==> config.mk <==
export PLATFORM = sky130hd
export DESIGN_NAME = fpu_issue_arbiter_flat
export DESIGN_NICKNAME = d
export VERILOG_FILES = /design/src/rtl/fpu_issue_arbiter_pkg.sv /design/src/rtl/fpu_issue_arbiter_if.sv /design/src/rtl/fpu_issue_arbiter_rr.sv /design/src/rtl/fpu_issue_arbiter.sv /design/src/flat_wrapper.sv
export SDC_FILE = /design/constraint.sdc
export NUM_CORES = 1
export LEC_CHECK = 0
export BUFFER_PORTS_ARGS = -buffer_cell sky130_fd_sc_hd__buf_2
export CORE_AREA = 2 2 174 176
export DETAILED_ROUTE_END_ITERATION = 10
export DIE_AREA = 0 0 176 178
export GPL_ROUTABILITY_DRIVEN = 0
export PLACE_DENSITY_LB_ADDON = 0.08
export SLEW_MARGIN = 20
export SYNTH_ARGS = -nofsm -noshare
export SYNTH_HDL_FRONTEND = slang
export SYNTH_SLANG_ARGS = --single-unit
==> constraint.sdc <==
create_clock -name clk -period 7.4 [get_ports clk]
set_clock_uncertainty 0.2 [all_clocks]
set_input_delay 1.48 -clock clk [delete_from_list [all_inputs] [get_ports clk]]
set_output_delay 1.48 -clock clk [all_outputs]
set_load 0.005 [all_outputs]
==> src/rtl/fpu_issue_arbiter_pkg.sv <==
// Shared types for the FPU issue arbiter: op/rmode encodings,
// flag bundle, drain FSM states and default sizing.
package fpu_issue_arbiter_pkg;

  localparam int NUM_REQ_DEFAULT     = 4;
  localparam int FPU_LATENCY_DEFAULT = 4;

  typedef enum logic [2:0] {
    OP_ADD, OP_SUB, OP_MUL, OP_DIV,
    OP_I2F, OP_F2I, OP_REM
  } fpu_op_e;

  typedef enum logic [1:0] {
    RM_NEAREST, RM_ZERO, RM_POS_INF, RM_NEG_INF
  } fpu_rmode_e;

  typedef struct packed {
    logic inf;
    logic snan;
    logic qnan;
    logic ine;
    logic overflow;
    logic underflow;
    logic zero;
    logic div_by_zero;
  } fpu_flags_t;

  typedef enum logic [1:0] {
    ST_RUN, ST_DRAIN, ST_DRAINED
  } arb_state_e;

endpackage

==> src/rtl/fpu_issue_arbiter_if.sv <==
// Requester-side bundle: per-requester valid/ready + op fields,
// and the shared one-hot result strobe with id/result/flags.
interface fpu_issue_arbiter_if
  import fpu_issue_arbiter_pkg::*;
#(
  parameter int NUM_REQ = NUM_REQ_DEFAULT
);
  localparam int IW = $clog2(NUM_REQ);

  logic [NUM_REQ-1:0]    req_valid;
  logic [NUM_REQ-1:0]    req_ready;
  logic [NUM_REQ*3-1:0]  req_op;
  logic [NUM_REQ*2-1:0]  req_rmode;
  logic [NUM_REQ*32-1:0] req_opa;
  logic [NUM_REQ*32-1:0] req_opb;
  logic [NUM_REQ-1:0]    rsp_valid;
  logic [IW-1:0]         rsp_id;
  logic [31:0]           rsp_result;
  fpu_flags_t            rsp_flags;

  modport master (
    output req_valid, req_op, req_rmode,
    output req_opa, req_opb,
    input  req_ready, rsp_valid, rsp_id,
    input  rsp_result, rsp_flags
  );

  modport slave (
    input  req_valid, req_op, req_rmode,
    input  req_opa, req_opb,
    output req_ready, rsp_valid, rsp_id,
    output rsp_result, rsp_flags
  );

endinterface

==> src/rtl/fpu_issue_arbiter_rr.sv <==
// Round-robin arbiter: req/en in, one-hot gnt + index out;
// pointer moves past the winner whenever a grant is made.
module fpu_issue_arbiter_rr #(
  parameter int NUM_REQ = 4,
  parameter int IW      = $clog2(NUM_REQ)
) (
  input  logic               clk,
  input  logic               reset,
  input  logic               en,
  input  logic [NUM_REQ-1:0] req,
  output logic [NUM_REQ-1:0] gnt,
  output logic [IW-1:0]      gnt_id
);

  logic [IW-1:0] ptr_q, ptr_d;
  logic [IW:0]   sum;
  logic [IW-1:0] idx;
  logic          hit;

  always_comb begin
    gnt    = '0;
    gnt_id = '0;
    hit    = 1'b0;
    sum    = '0;
    idx    = '0;
    for (int k = 0; k < NUM_REQ; k++) begin
      sum = {1'b0, ptr_q} + (IW+1)'(k);
      if (sum >= (IW+1)'(NUM_REQ))
        sum = sum - (IW+1)'(NUM_REQ);
      idx = sum[IW-1:0];
      if (!hit && en && req[idx]) begin
        gnt[idx] = 1'b1;
        gnt_id   = idx;
        hit      = 1'b1;
      end
    end
    ptr_d = ptr_q;
    if (hit)
      ptr_d = (gnt_id == IW'(NUM_REQ-1)) ?
              '0 : gnt_id + IW'(1);
  end

  always_ff @(posedge clk) begin
    if (reset) ptr_q <= '0;
    else       ptr_q <= ptr_d;
  end

endmodule

==> src/rtl/fpu_issue_arbiter.sv <==
// Shares one pipelined FPU among NUM_REQ requesters: rr issue,
// latency-matched tag pipe routes results back; drain quiesces.
module fpu_issue_arbiter
  import fpu_issue_arbiter_pkg::*;
#(
  parameter int NUM_REQ     = NUM_REQ_DEFAULT,
  parameter int FPU_LATENCY = FPU_LATENCY_DEFAULT
) (
  input  logic                clk,
  input  logic                reset,
  fpu_issue_arbiter_if.slave  req_if,
  output fpu_op_e             fpu_op,
  output fpu_rmode_e          fpu_rmode,
  output logic [31:0]         fpu_opa,
  output logic [31:0]         fpu_opb,
  input  logic [31:0]         fpu_out,
  input  fpu_flags_t          fpu_flags,
  input  logic                drain,
  output logic                drained
);

  localparam int IW = $clog2(NUM_REQ);
  localparam int CW = $clog2(FPU_LATENCY + 3);

  typedef struct packed {
    logic          v;
    logic [IW-1:0] id;
  } tag_t;

  logic [NUM_REQ-1:0] gnt;
  logic [IW-1:0]      gnt_id;
  logic               hs;
  logic               rsp_any;

  fpu_op_e     op_q, op_d;
  fpu_rmode_e  rm_q, rm_d;
  logic [31:0] opa_q, opa_d;
  logic [31:0] opb_q, opb_d;

  // iss_q rides alongside the fpu_* regs; the pipe then
  // spans the FPU latency so its tail meets fpu_out.
  tag_t iss_q, iss_d;
  tag_t pipe_q [FPU_LATENCY];
  tag_t pipe_d [FPU_LATENCY];
  tag_t tail;

  logic [NUM_REQ-1:0] rsp_valid_q, rsp_valid_d;
  logic [IW-1:0]      rsp_id_q, rsp_id_d;
  logic [31:0]        rsp_result_q, rsp_result_d;
  fpu_flags_t         rsp_flags_q, rsp_flags_d;

  logic [CW-1:0] inflight_q, inflight_d;
  arb_state_e    state_q, state_d;

  fpu_issue_arbiter_rr #(
    .NUM_REQ (NUM_REQ),
    .IW      (IW)
  ) u_rr (
    .clk    (clk),
    .reset  (reset),
    .en     (state_q == ST_RUN),
    .req    (req_if.req_valid),
    .gnt    (gnt),
    .gnt_id (gnt_id)
  );

  assign hs      = |gnt;
  assign rsp_any = |rsp_valid_q;
  assign tail    = pipe_q[FPU_LATENCY-1];

  always_comb begin
    op_d  = op_q;
    rm_d  = rm_q;
    opa_d = opa_q;
    opb_d = opb_q;
    for (int k = 0; k < NUM_REQ; k++) begin
      if (gnt[k]) begin
        op_d  = fpu_op_e'(req_if.req_op[k*3 +: 3]);
        rm_d  = fpu_rmode_e'(req_if.req_rmode[k*2 +: 2]);
        opa_d = req_if.req_opa[k*32 +: 32];
        opb_d = req_if.req_opb[k*32 +: 32];
      end
    end

    iss_d.v   = hs;
    iss_d.id  = gnt_id;
    pipe_d[0] = iss_q;
    for (int k = 1; k < FPU_LATENCY; k++)
      pipe_d[k] = pipe_q[k-1];

    rsp_valid_d  = '0;
    rsp_id_d     = rsp_id_q;
    rsp_result_d = rsp_result_q;
    rsp_flags_d  = rsp_flags_q;
    if (tail.v) begin
      rsp_valid_d[tail.id] = 1'b1;
      rsp_id_d             = tail.id;
      rsp_result_d         = fpu_out;
      rsp_flags_d          = fpu_flags;
    end

    inflight_d = inflight_q + CW'(hs) - CW'(rsp_any);

    // No issue happens in DRAIN, so inflight_d reaching 0
    // means the pulse now leaving (if any) was the last.
    state_d = state_q;
    unique case (state_q)
      ST_RUN:     if (drain) state_d = ST_DRAIN;
      ST_DRAIN:   if (inflight_d == '0)
                    state_d = ST_DRAINED;
      ST_DRAINED: if (!drain) state_d = ST_RUN;
      default:    state_d = ST_RUN;
    endcase
  end

  always_ff @(posedge clk) begin
    if (reset) begin
      op_q         <= OP_ADD;
      rm_q         <= RM_NEAREST;
      opa_q        <= '0;
      opb_q        <= '0;
      iss_q        <= '0;
      for (int k = 0; k < FPU_LATENCY; k++)
        pipe_q[k]  <= '0;
      rsp_valid_q  <= '0;
      rsp_id_q     <= '0;
      rsp_result_q <= '0;
      rsp_flags_q  <= '0;
      inflight_q   <= '0;
      state_q      <= ST_RUN;
    end else begin
      op_q         <= op_d;
      rm_q         <= rm_d;
      opa_q        <= opa_d;
      opb_q        <= opb_d;
      iss_q        <= iss_d;
      for (int k = 0; k < FPU_LATENCY; k++)
        pipe_q[k]  <= pipe_d[k];
      rsp_valid_q  <= rsp_valid_d;
      rsp_id_q     <= rsp_id_d;
      rsp_result_q <= rsp_result_d;
      rsp_flags_q  <= rsp_flags_d;
      inflight_q   <= inflight_d;
      state_q      <= state_d;
    end
  end

  assign req_if.req_ready  = gnt;
  assign req_if.rsp_valid  = rsp_valid_q;
  assign req_if.rsp_id     = rsp_id_q;
  assign req_if.rsp_result = rsp_result_q;
  assign req_if.rsp_flags  = rsp_flags_q;

  assign fpu_op    = op_q;
  assign fpu_rmode = rm_q;
  assign fpu_opa   = opa_q;
  assign fpu_opb   = opb_q;

  assign drained = (state_q == ST_DRAINED) &&
                   (inflight_q == '0);

endmodule

==> src/flat_wrapper.sv <==
// flat-port wrapper written by rule: the top's interface ports become plain ports
module fpu_issue_arbiter_flat import fpu_issue_arbiter_pkg::*;
#(
  parameter int NUM_REQ     = NUM_REQ_DEFAULT,
  parameter int FPU_LATENCY = FPU_LATENCY_DEFAULT
)
  (clk, reset, fpu_op, fpu_rmode, fpu_opa, fpu_opb, fpu_out, fpu_flags, drain, drained, req_if_req_valid, req_if_req_op, req_if_req_rmode, req_if_req_opa, req_if_req_opb, req_if_req_ready, req_if_rsp_valid, req_if_rsp_id, req_if_rsp_result, req_if_rsp_flags);
  fpu_issue_arbiter_if #(.NUM_REQ(NUM_REQ)) req_if_i ();
  input  logic clk;
  input  logic reset;
  output fpu_op_e fpu_op;
  output fpu_rmode_e fpu_rmode;
  output logic [31:0] fpu_opa;
  output logic [31:0] fpu_opb;
  input  logic [31:0] fpu_out;
  input  fpu_flags_t fpu_flags;
  input  logic drain;
  output logic drained;
  input wire logic [$bits(req_if_i.req_valid)-1:0] req_if_req_valid;
  input wire logic [$bits(req_if_i.req_op)-1:0] req_if_req_op;
  input wire logic [$bits(req_if_i.req_rmode)-1:0] req_if_req_rmode;
  input wire logic [$bits(req_if_i.req_opa)-1:0] req_if_req_opa;
  input wire logic [$bits(req_if_i.req_opb)-1:0] req_if_req_opb;
  output wire logic [$bits(req_if_i.req_ready)-1:0] req_if_req_ready;
  output wire logic [$bits(req_if_i.rsp_valid)-1:0] req_if_rsp_valid;
  output wire logic [$bits(req_if_i.rsp_id)-1:0] req_if_rsp_id;
  output wire logic [$bits(req_if_i.rsp_result)-1:0] req_if_rsp_result;
  output wire logic [$bits(req_if_i.rsp_flags)-1:0] req_if_rsp_flags;
  assign req_if_i.req_valid = req_if_req_valid;
  assign req_if_i.req_op = req_if_req_op;
  assign req_if_i.req_rmode = req_if_req_rmode;
  assign req_if_i.req_opa = req_if_req_opa;
  assign req_if_i.req_opb = req_if_req_opb;
  assign req_if_req_ready = req_if_i.req_ready;
  assign req_if_rsp_valid = req_if_i.rsp_valid;
  assign req_if_rsp_id = req_if_i.rsp_id;
  assign req_if_rsp_result = req_if_i.rsp_result;
  assign req_if_rsp_flags = req_if_i.rsp_flags;
  fpu_issue_arbiter #(.NUM_REQ(NUM_REQ), .FPU_LATENCY(FPU_LATENCY)) u_core (.clk(clk), .reset(reset), .req_if(req_if_i), .fpu_op(fpu_op), .fpu_rmode(fpu_rmode), .fpu_opa(fpu_opa), .fpu_opb(fpu_opb), .fpu_out(fpu_out), .fpu_flags(fpu_flags), .drain(drain), .drained(drained));
endmodule
# Word-level counts from Yosys, hierarchy flattened

Memories as Yosys holds them, arrays and structs flattened.
Index checks and enable logic that the tools add are counted.

Register bits: 125
Memory bits (writable): 12
Input port bits: 323
Memories kept: 1

Memories:

| memory        | depth | width | rd ports | clocked after Yosys merged registers in | write ports | RTL line                | text |
|---|---|---|---|---|---|---|---|
| u_core.pipe_q | 4     | 3     | 4        | 0                                       | 4           | fpu_issue_arbiter.sv:43 | `tag_t pipe_q [FPU_LATENCY];` |

Bitwise logic cells: 8
Eq/ne operators: 6
$add $sub $neg: 10
Reduce and logical (&&, ||, !) cells: 24
Magnitude comparators: 14
Mux-type cells: 62

Operators with widths:

| cell                | count |
|---|---|
| $mux 32             | 8 |
| $mux 2              | 16 |
| $mux 3              | 8 |
| $mux 1              | 16 |
| $mux 4              | 4 |
| $lt 2x3->1 const B  | 5 |
| $logic_and 1x1->1   | 13 |
| $or 4x4->4          | 3 |
| $demux 1 s2         | 5 |
| $ge 2x1->1 const B  | 5 |
| $ge 3x3->1 const B  | 3 |
| $bmux 1 s2          | 4 |
| $reduce_or 4->1     | 2 |
| $sub 2x1->2 const B | 4 |
| $add 2x2->3 const B | 2 |
| $logic_not 3->1     | 2 |
| $pmux 2 s3          | 1 |
| $eq 2x2->1 const B  | 2 |
| $ne 2x2->1 const B  | 2 |
| $or 1x1->1          | 4 |
| $reduce_bool 4->1   | 1 |
| $add 2x1->3 const B | 1 |
| $add 3x1->3         | 1 |
| $ge 2x3->1 const B  | 1 |
| 9 further kinds     | 11 |

# Longest topological paths before layout

Gate-level depths: netlist of the first run.

Depth after elaboration: 24
Gate-level depth with buffers: 20
Gate-level depth less buffers: 15

# Hierarchy

Synthesis of the first run repeated with hierarchy kept, for this count alone.

Cells, all modules: 902
Area, all modules: 8230.4 um^2

By module, submodules not included:

| module               | area each (um^2) | cells an instance | times used | seq. area each (um^2) |
|---|---|---|---|---|
| fpu_issue_arbiter    | 7681.1           | 836               | 1          | 2702.6 |
| fpu_issue_arbiter_rr | 549.3            | 66                | 1          | 40.0 |

# Least setup slack after synthesis of the first run

OpenSTA, ideal clock, no wires.

Kind: in2reg
Start point: in req_if_req_valid[2]
End point: reg u_core.state_q[1]
Required time: 7.129 ns
Setup time: 0.071 ns
Stages on the path: 17
Setup slack: 2.351 ns
Arrival: 4.778 ns
Path through: clkbuf_1 -> mux4_2 -> buf_4 -> a21o_1 -> buf_2 -> o21a_1 -> buf_4 -> nor3b_4 -> buf_4 -> and2_1 -> ha_1 -> inv_1 -> ha_1 -> fa_1 -> nor2_1 -> nand4b_1 -> a21oi_1

Word-level cells in the longest chain between the ends: 22

Ends and longest elaborated chain:

| what                                  | RTL line                   | text |
|---|---|---|
| start, declared                       | flat_wrapper.sv:19         | `input wire logic [$bits(req_if_i.req_valid)-1:0] req_if_req_valid;` |
| $bmux 1 s2                            | fpu_issue_arbiter_rr.sv:31 | `if (!hit && en && req[idx]) begin` |
| $mux 1 (not written as such)          | fpu_issue_arbiter_rr.sv:31 |  |
| $logic_and 1x1->1                     | fpu_issue_arbiter_rr.sv:31 |  |
| $mux 1                                | fpu_issue_arbiter_rr.sv:31 |  |
| $logic_not 1->1                       | fpu_issue_arbiter_rr.sv:31 |  |
| $logic_and 1x1->1 (2 in series)       | fpu_issue_arbiter_rr.sv:31 |  |
| $mux 1                                | fpu_issue_arbiter_rr.sv:31 |  |
| $logic_not 1->1                       | fpu_issue_arbiter_rr.sv:31 |  |
| [6 not listed]                        | n/a                        |  |
| $mux 4 (*)                            | fpu_issue_arbiter_rr.sv:31 |  |
| $reduce_or 4->1 (*)                   | fpu_issue_arbiter.sv:67    | `assign hs = \|gnt;` |
| $add 3x1->3 (*)                       | fpu_issue_arbiter.sv:102   | `inflight_d = inflight_q + CW'(hs) - CW'(rsp_any);` |
| $sub 3x1->3 (*)                       | fpu_issue_arbiter.sv:102   |  |
| net u_core.inflight_d[1]              | fpu_issue_arbiter.sv:52    | `logic [CW-1:0] inflight_q, inflight_d;` |
| $logic_not 3->1 (*)                   | fpu_issue_arbiter.sv:109   | `ST_DRAIN: if (inflight_d == '0)` |
| $ne 2x1->1 (no source line) (*)       | n/a                        |  |
| $reduce_and 3->1 (no source line) (*) | n/a                        |  |
| end signal, assigned                  | fpu_issue_arbiter.sv:144   | `state_q <= state_d;` |
| end, declared                         | fpu_issue_arbiter.sv:53    | `arb_state_e state_q, state_d;` |

Mark *: on every way through the listed nets, which the timed path passes. The rest lies on a longest branch. The select of a mux whose other input is x is not followed.
A chain may end at the register's enable or synchronous reset.

==> run_results.csv, run 1 <==
group,metric,value,unit
status,status,"finished clean",
die,core,0.0294,mm²
clock_tree,ctsRootBufferMaster,"sky130_fd_sc_hd__clkbuf_16",
worst_hold_path,timing.hold.worst_endpoint,"u_core.pipe_q[0][5]",
critical_path,timing.critical_path.cells,"inv_1 -> ha_1 -> mux4_2 -> a21o_2 -> a211oi_2 -> a2bb2oi_4 -> buf_4 -> inv_1 -> buf_2",
placement,detailedPlacementHpwl,23000,µm
synth,ys.warnings.count,0,
global_route,grt_max_degree,89,
global_route,grt_pass1_wl,47900,µm
pwr,cellInternalPower,0.00271,W
synth,ys_seq_area_share,32.9,%
clock_tree,clock_sink_count,137,
critical_path,critical_path.startpoint_type,"flop",
critical_path,reg2reg_slack,2.28,ns
synth,synth_cells,853,
routing,route.detailed.vias_per_inst,4.90,
global_route,first_global_vias,8176,
die,row_count,63,
routing,routed_wire_length_per_instance,19.9,µm
critical_path,r2r_cells,15,
critical_path,worstPathRequired,5.72,ns
global_route,initial_antenna_violation_count,19,
synth,post_synth_instance_area,0.00834,mm²
clock_tree,clock_buffers_created_by_tritoncts,17,
final_layout,post_layout_nets,1564,
routing,postRouteWirelength,32800,µm
sta,worst-slew-pin-transition,1.00,ns
sta,final_period_minus_worst_setup_slack,5.53,ns
pwr,share_comb_of_total_power,63.0,%
critical_path,critical_path.reg2reg.endpoint,"u_core.state_q[1]",
die,floorplan.die_area,0.0313,mm²
sta,grt_setup_unrepaired,"false",
critical_path,arrival,3.85,ns
global_route,globalRouteOverflowTotal,0,
synth,synthDominantCellAreaShare,32.9,%
sta,achievable-frequency,181,MHz
routing,detailedRoute.firstPassIterationCount,4,
synth,netlist_top_cells_area,"sky130_fd_sc_hd__dfxtp_1, sky130_fd_sc_hd__mux2i_1, sky130_fd_sc_hd__a2111oi_2",
routing,detail_route.drc_violations,0,
routing,drc_marker_count_from_the_first_detailed_route_iteration,323,
worst_hold_path,min_path_cells,1,
pwr,power_leakage,5.15,nW
clock_tree,hold_buffers,0,
synth,ys_async_sr_fraction,0,%
critical_path,timing.critical_path.fanout_max,37,
clock_tree,post_cts_resize_count,0,
die,initial_core_util,28.4,%
final_layout,area_growth_syn_to_layout,35.8,%
flow_run,max-cap-violations,0,
pwr,p_clk_share,16.8,%
pwr,power.share.switching,48.7,%
pwr,vdd_drop_max,0.366,mV
critical_path,cp-end-kind,"primary output",
die,floorplan.die.height,178,µm
synth,count_of_flip_flops_with_a_built_in_enable_after_synthesis,0,
synth,synth-main-ff-cell,"sky130_fd_sc_hd__dfxtp_1",
clock_tree,cts_clk_pin_slew_worst_paths,0.08,ns
die,die_w,176,µm
synth,post-synth-top-area-cell,"sky130_fd_sc_hd__dfxtp_1",
clock_tree,cts_post_setup_buffers_inserted,0,
pwr,power-per-cell-area,467,mW/mm²
sta,timing.final.crit_share,74.7,%
die,num_io_pins,443,
placement,port_buffers,442,
critical_path,worst_path_most_repeated_cell,"sky130_fd_sc_hd__inv_1",
final_layout,drive_gt1_share,46.2,%
sta,final.setup.tns,0,ns
pwr,switching_power_of_the_nets,0.00257,W
sta,relSlewSlack,33.1,%
worst_hold_path,hold_path_class,"reg -> reg",
routing,num_vias,8090,
sta,final-max-slew-violation-count,0,
worst_hold_path,worstHoldStart,"u_core.pipe_q[0][2]",
synth,syn_avg_cell_area,9.78,µm²
critical_path,critPathKind,"reg -> out",
pwr,pwr-share-seq,20.1,%
placement,dp_cells,1604,
routing,postRouteAntennaNets,0,
synth,synth_cell_type_count,49,
clock_tree,h-tree-depth,4,
clock_tree,cts_tree,"yes",
sta,finalHoldViolations,0,
critical_path,crit_slowest_cell,"sky130_fd_sc_hd__dfxtp_1",
clock_tree,max-clock-path-buffers,2,
final_layout,instances_no_fill,1651,
global_route,grt_util_all_layers,20.0,%
critical_path,critical-path-max-stage-delay,0.67,ns
sta,report.final.setup_viol,0,
clock_tree,clkLatencyLatePin,0.43,ns
synth,synth.ff_latch_count,137,
synth,syn_nets,1184,
[placed cells by master (no fill, tap or decap), types with 12 or more instances in the layout]
master and count:
sky130_fd_sc_hd__buf_2 441, sky130_fd_sc_hd__mux2i_1 183, sky130_fd_sc_hd__dfxtp_1 136, sky130_fd_sc_hd__inv_1 80
sky130_fd_sc_hd__nor4_1 70, sky130_fd_sc_hd__o211ai_1 69, sky130_fd_sc_hd__a2111oi_2 69, sky130_fd_sc_hd__nor2_1 53
sky130_fd_sc_hd__clkbuf_16 17, sky130_fd_sc_hd__nor2b_1 16, sky130_fd_sc_hd__diode_2 15, sky130_fd_sc_hd__buf_4 15
sky130_fd_sc_hd__nand2_1 12
[state kept, by name (all words and copies together), names as in the netlist, named ones only]
name,cells
u_core.fpu_opa,32
u_core.fpu_opb,32
u_core.req_if.rsp_result,32
u_core.pipe_q,12
u_core.req_if.rsp_flags,8
u_core.req_if.rsp_valid,4
u_core.fpu_op,3
u_core.inflight_q,3
u_core.iss_q,3
u_core.fpu_rmode,2
u_core.req_if.rsp_id,2
u_core.state_q,2
u_core.u_rr.ptr_q,1
[metal layers]
layer | track usage, % | vias up | part of all wire, %
li1 | - | 3979 | -
met3 | 5.54 | 39 | 6.6
met2 | 36.0 | 276 | 51
met4 | 6.82 | 12 | 1.8
met1 | 22.8 | 3784 | 40
met5 | 0 | - | 0.24
[final cells by class]
class                           instances  area [µm²]
Tap cell                              390         488
Timing Repair Buffer                  457        2330
Multi-Input combinational cell        540        4810
Clock inverter                         15         196
Antenna cell                           15        37.5
Sequential cell                       137        2740
Clock buffer                           17         425
Fill cell                            3066       18100
Inverter                               80         300
[power groups by stage]
stage / sequential (W) / combinational (W) / clock (W)
after detailed placement: 0.00108 / 0.00339 / 0
after global placement: 0.00108 / 0.00339 / 0
after floorplan: 0.00107 / 0.00260 / 0
after CTS: 0.00107 / 0.00339 / 0.000919
final: 0.00106 / 0.00333 / 0.000890
after global routing: 0.00109 / 0.00362 / 0.000950
[worst max-delay path, delay by kind of cell, from the launching register on]
kind | cells | cell delay (ns)
DFF | 1 | 0.67
adders and majority gates | 1 | 0.50
buffers and inverters | 4 | 0.90
muxes | 1 | 0.33
AOI/OAI and AO/OA | 3 | 0.99
[logic make-up after synthesis]
kind of cell | Yosys count | share of synthesized area [%]
buf+inv | 176 | 10.1
compound gates | 170 | 21.3
fa+ha+maj | 8 | 1.29
simple gates | 172 | 11.2
mux | 188 | 23.0
xor+xnor | 2 | 0.210
flops | 137 | 32.9
[synthesized netlist by cell type (2+ instances only)]
cell type and n:
sky130_fd_sc_hd__a2111oi_2 69, sky130_fd_sc_hd__a21o_1 2, sky130_fd_sc_hd__a21oi_1 7, sky130_fd_sc_hd__a31oi_1 4, sky130_fd_sc_hd__buf_1 3, sky130_fd_sc_hd__buf_2 12
sky130_fd_sc_hd__buf_4 14, sky130_fd_sc_hd__buf_6 4, sky130_fd_sc_hd__buf_8 6, sky130_fd_sc_hd__clkbuf_1 56, sky130_fd_sc_hd__dfxtp_1 137, sky130_fd_sc_hd__ha_1 7
sky130_fd_sc_hd__inv_1 80, sky130_fd_sc_hd__mux2_2 2, sky130_fd_sc_hd__mux2i_1 183, sky130_fd_sc_hd__mux4_2 3, sky130_fd_sc_hd__nand2_1 12, sky130_fd_sc_hd__nand2b_1 3
sky130_fd_sc_hd__nand3_1 2, sky130_fd_sc_hd__nand3b_1 2, sky130_fd_sc_hd__nand4_1 2, sky130_fd_sc_hd__nor2_1 53, sky130_fd_sc_hd__nor2b_1 16, sky130_fd_sc_hd__nor3_1 4
sky130_fd_sc_hd__nor4_1 70, sky130_fd_sc_hd__o211ai_1 69, sky130_fd_sc_hd__o21ai_0 5, sky130_fd_sc_hd__o22ai_1 2, sky130_fd_sc_hd__o31ai_1 2, sky130_fd_sc_hd__or3_1 2
sky130_fd_sc_hd__xnor2_1 2
[how the worst max path moves through the flow]
stage,start,endpoint
3_5_place_dp,req_if_req_valid[3],req_if_req_ready[0]
2_1_floorplan,req_if_req_valid[2],u_core.state_q[1]
4_1_cts,flop,req_if_req_ready[0]
6_report,flop,req_if_req_ready[0]
5_1_grt,flop,req_if_req_ready[1]
3_3_place_gp,req_if_req_valid[3],req_if_req_ready[0]
[per-stage QoR]
step	total power (W)	hold WS [ns]	cell area (µm²)	worst slack [ns]	util (%)
after floorplan	0.00366	0.214	8340	2.35	-
after global placement	0.00447	0.219	10700	1.83	36.3
after detailed placement	0.00447	0.228	10700	1.81	36.3
after CTS	0.00538	0.244	11300	1.78	38.4
after global routing	0.00566	0.261	11300	1.53	38.5
final	0.00529	0.237	11300	1.87	38.5
Power figures use the tool's default switching activity.
==> run 2: changes to the inputs <==
Settings changed: CORE_AREA 2 2 174 176 to 2 2 172 174, DIE_AREA 0 0 176 178 to 0 0 174 176.
Clock period 7.4 ns to 4.9 ns, I/O delays scaled along.
==> run 2 against run 1 <==
  * Sequential power is 48% higher
  * Critical path depth increased by 2
  * Clock power grew 47%
  * Routed wire length about the same
  * Sequential share of layout area about the same
  * Core utilization grew 1.2 points
  * Global-route usage up 0.51 points
  * Die area is 2.2% lower
  * Total power rose by 52%
  * Setup slack got worse by 1.2 ns
  * Largest power group unchanged
  * Highest routed layer unchanged
==> run_results.csv, run 2 (synthesis gave the netlist of run 1 again) <==
group,metric,value,unit
status,status,"finished clean",
die,num_io_pins,443,
die,core,0.0285,mm²
global_route,grt_pass1_wl,48900,µm
clock_tree,cts_clk_pin_slew_worst_paths,0.07,ns
worst_hold_path,hold_path_class,"reg -> reg",
critical_path,timing.critical_path.fanout_max,45,
placement,detailedPlacementHpwl,22800,µm
sta,final.setup.tns,0,ns
global_route,globalRouteOverflowTotal,0,
critical_path,critPathKind,"reg -> reg",
die,die_w,174,µm
routing,route.detailed.vias_per_inst,5.02,
final_layout,area_growth_syn_to_layout,35.9,%
clock_tree,max-clock-path-buffers,2,
sta,final_period_minus_worst_setup_slack,4.23,ns
clock_tree,hold_buffers,0,
sta,finalHoldViolations,0,
routing,num_vias,8254,
sta,timing.final.crit_share,86.4,%
flow_run,max-cap-violations,0,
clock_tree,clock_buffers_created_by_tritoncts,17,
pwr,vdd_drop_max,0.700,mV
placement,placement.setup.worst_slack,0.522,ns
die,initial_core_util,29.2,%
routing,drc_marker_count_from_the_first_detailed_route_iteration,331,
sta,worst-slew-pin-transition,0.937,ns
sta,achievable-frequency,236,MHz
clock_tree,ctsRootBufferMaster,"sky130_fd_sc_hd__clkbuf_16",
global_route,initial_antenna_violation_count,13,
clock_tree,clkLatencyLatePin,0.43,ns
critical_path,cp-end-kind,"flop",
pwr,power_leakage,5.17,nW
final_layout,layout.cells.most_common,"sky130_fd_sc_hd__buf_2",
sta,final_critical_path_setup_slack,0.668,ns
clock_tree,clock_sink_count,137,
die,floorplan.die_area,0.0306,mm²
sta,grt_setup_unrepaired,"false",
sta,report.final.setup_viol,0,
placement,port_buffers,442,
global_route,grt_util_all_layers,20.6,%
pwr,power-per-cell-area,708,mW/mm²
routing,postRouteAntennaNets,0,
die,floorplan.die.height,176,µm
routing,routed_wire_length_per_instance,19.9,µm
final_layout,stdcell_area,0.0113,mm²
final_layout,layout.core_utilization,39.7,%
critical_path,worstPathRequired,4.94,ns
routing,detailedRoute.firstPassIterationCount,4,
critical_path,critical_path.startpoint_type,"flop",
placement,placedInstanceArea,0.0107,mm²
clock_tree,h-tree-depth,4,
global_route,grt_max_degree,86,
final_layout,post_layout_nets,1566,
routing,postRouteWirelength,32800,µm
critical_path,arrival,4.28,ns
sta,final-max-slew-violation-count,0,
die,row_count,62,
global_route,first_global_vias,8261,
clock_tree,post_cts_resize_count,0,
final_layout,final_cell_mix,"sky130_fd_sc_hd__buf_2, sky130_fd_sc_hd__mux2i_1, sky130_fd_sc_hd__dfxtp_1, sky130_fd_sc_hd__inv_1, sky130_fd_sc_hd__nor4_1",
sta,relSlewSlack,37.5,%
clock_tree,cts_tree,"yes",
routing,detail_route.drc_violations,0,
clock_tree,cts_post_setup_buffers_inserted,0,
pwr,total_power,0.00802,W
final_layout,drive_gt1_share,46.3,%
-- run 2: cell types whose count changed in the layout (fill, tap and decap cells not counted) --
cell / change
sky130_fd_sc_hd__clkinv_4: +3
sky130_fd_sc_hd__inv_8: -1
sky130_fd_sc_hd__clkinv_8: -2
sky130_fd_sc_hd__diode_2: -3
sky130_fd_sc_hd__buf_12: +2
-- run 2: final cells by class --
class / count / area, µm²
fill: 3039 / 17200
tap: 384 / 480
clock buffer: 17 / 425
multi-input combinational: 540 / 4810
clock inverter: 15 / 179
inverter: 80 / 300
timing repair buffer: 459 / 2370
antenna: 12 / 30.0
sequential: 137 / 2740
-- run 2: report_power, final --
part           total (W)  switching (W)  internal (W)
logic            0.00515        0.00317       0.00198
registers        0.00157       0.000135       0.00143
clock network    0.00131       0.000621      0.000689
-- run 2: worst max-delay path, stage by stage (launching register included) --
cell and delay [ns]:
sky130_fd_sc_hd__dfxtp_1 0.31, sky130_fd_sc_hd__buf_4 0.18, sky130_fd_sc_hd__inv_1 0.13, sky130_fd_sc_hd__ha_1 0.46, sky130_fd_sc_hd__mux4_2 0.33, sky130_fd_sc_hd__a21o_2 0.21, sky130_fd_sc_hd__a211oi_2 0.07, sky130_fd_sc_hd__a221o_4 0.49
sky130_fd_sc_hd__nor3b_4 0.19, sky130_fd_sc_hd__buf_4 0.45, sky130_fd_sc_hd__buf_4 0.74, sky130_fd_sc_hd__a2111oi_2 0.16
-- run 2: metrics by stage --
step	instances	hold WS [ns]
after floorplan	853	0.214
after global placement	1600	0.215
after detailed placement	1600	0.226
after CTS	1632	0.232
after global routing	1640	0.238
final	1644	0.231
-- run 2: path summary, 6_finish.rpt --
path / to / slack, ns / start / cells past startpoint
worst min register to register: u_core.pipe_q[0][11] / 0.23 / u_core.pipe_q[0][8] / 1
worst max register to register: u_core.fpu_opb[18] / 0.67 / u_core.u_rr.ptr_q[1] / 11
worst max-delay path: u_core.fpu_opb[18] / 0.67 / u_core.u_rr.ptr_q[1] / 11
worst min-delay path: u_core.pipe_q[0][11] / 0.23 / u_core.pipe_q[0][8] / 1
-- run 2: metal layers --
layer	part of all wire [%]	GRT usage, %	vias to the layer above
li1	-	-	3980
met1	41	24.1	3912
met2	50	35.5	310
met3	6.6	5.77	46
met4	2.5	8.26	6
met5	0.13	0	-
==> run 3: changes to the inputs <==
==> constraint.sdc (replaced) <==
create_clock -name clk -period 4.9 [get_ports clk]
set_clock_uncertainty 0.2 [all_clocks]
set_input_delay 0 -clock clk [delete_from_list [all_inputs] [get_ports clk]]
set_output_delay 0 -clock clk [all_outputs]
set_load 0.005 [all_outputs]
==> run 3 against run 2 <==
  * Maximum frequency fell by 9.0%
  * Core utilization rose by 7.9 points
  * Largest power group unchanged
  * Via count rose by 11%
  * Largest cell class unchanged
  * Clock power barely moved
  * The run now ends with negative hold slack left
  * Hold slack got worse by 0.24 ns
  * Setup slack got worse by 0.42 ns
==> run_results.csv, run 3 (synthesis gave the netlist of run 1 again) <==
group,metric,value,unit
die,floorplan.die_area,0.0306,mm²
final_layout,post_layout_nets,1791,
clock_tree,cts_post_setup_buffers_inserted,0,
die,num_io_pins,443,
final_layout,fillerInstances,2870,
clock_tree,ctsRootBufferMaster,"sky130_fd_sc_hd__clkbuf_16",
sta,final-max-slew-violation-count,0,
critical_path,timing.critical_path.fanout_max,70,
pwr,pwr-share-seq,17.1,%
pwr,power_leakage,6.28,nW
final_layout,final_cell_mix,"sky130_fd_sc_hd__buf_2, sky130_fd_sc_hd__dlygate4sd3_1, sky130_fd_sc_hd__mux2i_1, sky130_fd_sc_hd__dfxtp_1, sky130_fd_sc_hd__inv_1",
sta,grt_setup_unrepaired,"false",
routing,num_vias,9152,
sta,final.setup.tns,0,ns
clock_tree,max-clock-path-buffers,2,
clock_tree,clock_buffers_created_by_tritoncts,17,
final_layout,area_growth_syn_to_layout,62.9,%
sta,final_period_minus_worst_setup_slack,4.65,ns
sta,worst_hold_slack,-0.0102,ns
critical_path,reg2reg_slack,0.25,ns
sta,relSlewSlack,28.9,%
routing,postRouteAntennaNets,0,
die,row_count,62,
sta,report.final.setup_viol,0,
final_layout,layout.cells.most_common,"sky130_fd_sc_hd__buf_2",
pwr,total_power,0.00916,W
placement,detailedPlacementHpwl,22300,µm
sta,final_critical_path_setup_slack,0.249,ns
critical_path,critical_path.reg2reg.endpoint,"u_core.fpu_opb[11]",
critical_path,timing.critical_path.cells,"inv_1 -> ha_1 -> mux4_2 -> a21o_2 -> buf_4 -> nor3_1 -> a221o_4 -> buf_16 -> mux2i_1 -> dlygate4sd3_1 -> a2111oi_2 -> dlygate4sd3_1",
critical_path,r2r_cells,12,
pwr,power-per-cell-area,674,mW/mm²
global_route,grt_max_degree,140,
critical_path,worst-path-buf-inv,5,
pwr,cellInternalPower,0.00500,W
global_route,first_global_vias,9786,
status,failed_checks,"negative hold slack",
global_route,grt_util_all_layers,22.1,%
die,floorplan.die.height,176,µm
critical_path,critical-path-max-stage-delay,0.61,ns
critical_path,worstPathRequired,5.07,ns
sta,achievable-frequency,215,MHz
critical_path,crit_slowest_cell,"sky130_fd_sc_hd__dlygate4sd3_1",
pwr,power.share.switching,45.4,%
critical_path,endpoint,"u_core.fpu_opb[11]",
die,initial_core_util,29.2,%
routing,route.detailed.vias_per_inst,4.90,
clock_tree,clock_sink_count,137,
pwr,vdd_drop_max,0.540,mV
routing,detailedRoute.firstPassIterationCount,4,
placement,port_buffers,442,
die,core,0.0285,mm²
routing,postRouteWirelength,35400,µm
critical_path,critPathTopFamily,"buffers and inverters",
critical_path,setup.worst_path.start,"u_core.u_rr.ptr_q[1]",
final_layout,drive_gt1_share,39.2,%
sta,timing.final.crit_share,94.9,%
placement,dp_cells,1598,
final_layout,instances_no_fill,1868,
routing,detail_route.drc_violations,0,
sta,finalHoldViolations,1,
flow_run,max-cap-violations,0,
global_route,grt_pass1_wl,53700,µm
critical_path,cp-end-kind,"flop",
critical_path,critPathKind,"reg -> reg",
global_route,initial_antenna_violation_count,14,
clock_tree,cts_clk_pin_slew_worst_paths,0.07,ns
clock_tree,clkLatencyLatePin,0.43,ns
sta,worst-slew-pin-transition,1.07,ns
global_route,globalRouteOverflowTotal,0,
status,status,"complete, but fails checks",
placement,placement.setup.worst_slack,0.617,ns
critical_path,critical_path.startpoint_type,"flop",
pwr,switching_power_of_the_nets,0.00416,W
pwr,share_comb_of_total_power,68.7,%
routing,routed_wire_length_per_instance,19.0,µm
routing,drc_marker_count_from_the_first_detailed_route_iteration,455,
clock_tree,h-tree-depth,4,
pwr,p_clk_share,14.2,%
clock_tree,cts_tree,"yes",
die,die_w,174,µm
critical_path,crit_cells,12,
critical_path,arrival,4.82,ns
worst_hold_path,hold_path_class,"in -> reg",
critical_path,regToRegStartpoint,"u_core.u_rr.ptr_q[1]",
critical_path,worst_path_most_repeated_cell,"sky130_fd_sc_hd__dlygate4sd3_1",
==> run 3: changes by cell type in the layout (fill, tap and decap cells not counted), sizes merged <==
| cell | previous run | this run |
|---|---|---|
| inv | 86 | 89 |
| clkbuf | 17 | 18 |
| dlygate4sd3 | 0 | 226 |
| diode | 12 | 11 |
| buf | 459 | 457 |
| clkinv | 9 | 3 |
| clkinvlp | 0 | 3 |
==> run 3: worst min-delay path by stage <==
stage / start / to / slack [ns] / cells after the start
detailed placement: fpu_flags[1] / u_core.req_if.rsp_flags[1] / 0.04 / 3
floorplan: fpu_flags[0] / u_core.req_if.rsp_flags[0] / -0.05 / 2
global route: reset / u_core.req_if.rsp_result[19] / 0.02 / 2
CTS: reset / u_core.req_if.rsp_result[30] / 0.002 / 2
global placement: fpu_out[9] / u_core.req_if.rsp_result[9] / 0.03 / 3
finish: req_if_req_valid[1] / u_core.u_rr.ptr_q[1] / -0.01 / 4
==> run 3: per-stage QoR <==
| stage | utilization (%) | hold slack, ns | cell area [µm²] |
|---|---|---|---|
| after CTS | 47.3 | 0.00183 | 13500 |
| after floorplan | - | -0.0527 | 8340 |
| after global routing | 47.6 | 0.0167 | 13600 |
| final | 47.6 | -0.0102 | 13600 |
| after detailed placement | 37.4 | 0.0411 | 10700 |
| after global placement | 37.4 | 0.0321 | 10700 |
==> run 3: layout make-up <==
| class | instances | area, µm² | area share, % |
|---|---|---|---|
| Sequential cell | 137 | 2740 | 20.2 |
| Timing Repair Buffer | 684 | 4650 | 34.2 |
| Clock inverter | 15 | 150 | 1.11 |
| Tap cell | 384 | 480 | 3.54 |
| Antenna cell | 11 | 27.5 | 0.203 |
| Multi-Input combinational cell | 540 | 4810 | 35.4 |
| Clock buffer | 17 | 425 | 3.13 |
| Inverter | 80 | 300 | 2.21 |
==> run 3: routing by layer <==
metal / vias up / GRT usage [%] / share of wire, %
li1: 4427 / - / -
met1: 4372 / 25.6 / 42
met5: - / 0 / 0.14
met2: 295 / 39.5 / 50
met4: 8 / 8.09 / 2.1
met3: 50 / 5.56 / 5.7
==> run 3: tightest hold or removal path, stage by stage <==
cell	delay, ns
sky130_fd_sc_hd__buf_2	0.18
sky130_fd_sc_hd__nor4_1	0.08
sky130_fd_sc_hd__o21ai_0	0.22
sky130_fd_sc_hd__a31oi_1	0.09
==> run 3: power groups by stage <==
stage | Combinational (W) | Clock [W] | Sequential (W)
finish | 0.00629 | 0.00130 | 0.00157
global route | 0.00677 | 0.00138 | 0.00160
CTS | 0.00618 | 0.00133 | 0.00157
detailed placement | 0.00517 | 0 | 0.00159
global placement | 0.00516 | 0 | 0.00159
floorplan | 0.00392 | 0 | 0.00161
==> run 3: repair_timing <==
action	4_1_cts	5_1_grt
endpoints found under the hold margin	112	0
resized for setup	0	4
setup endpoints to repair	0	51
hold buffers	226	0
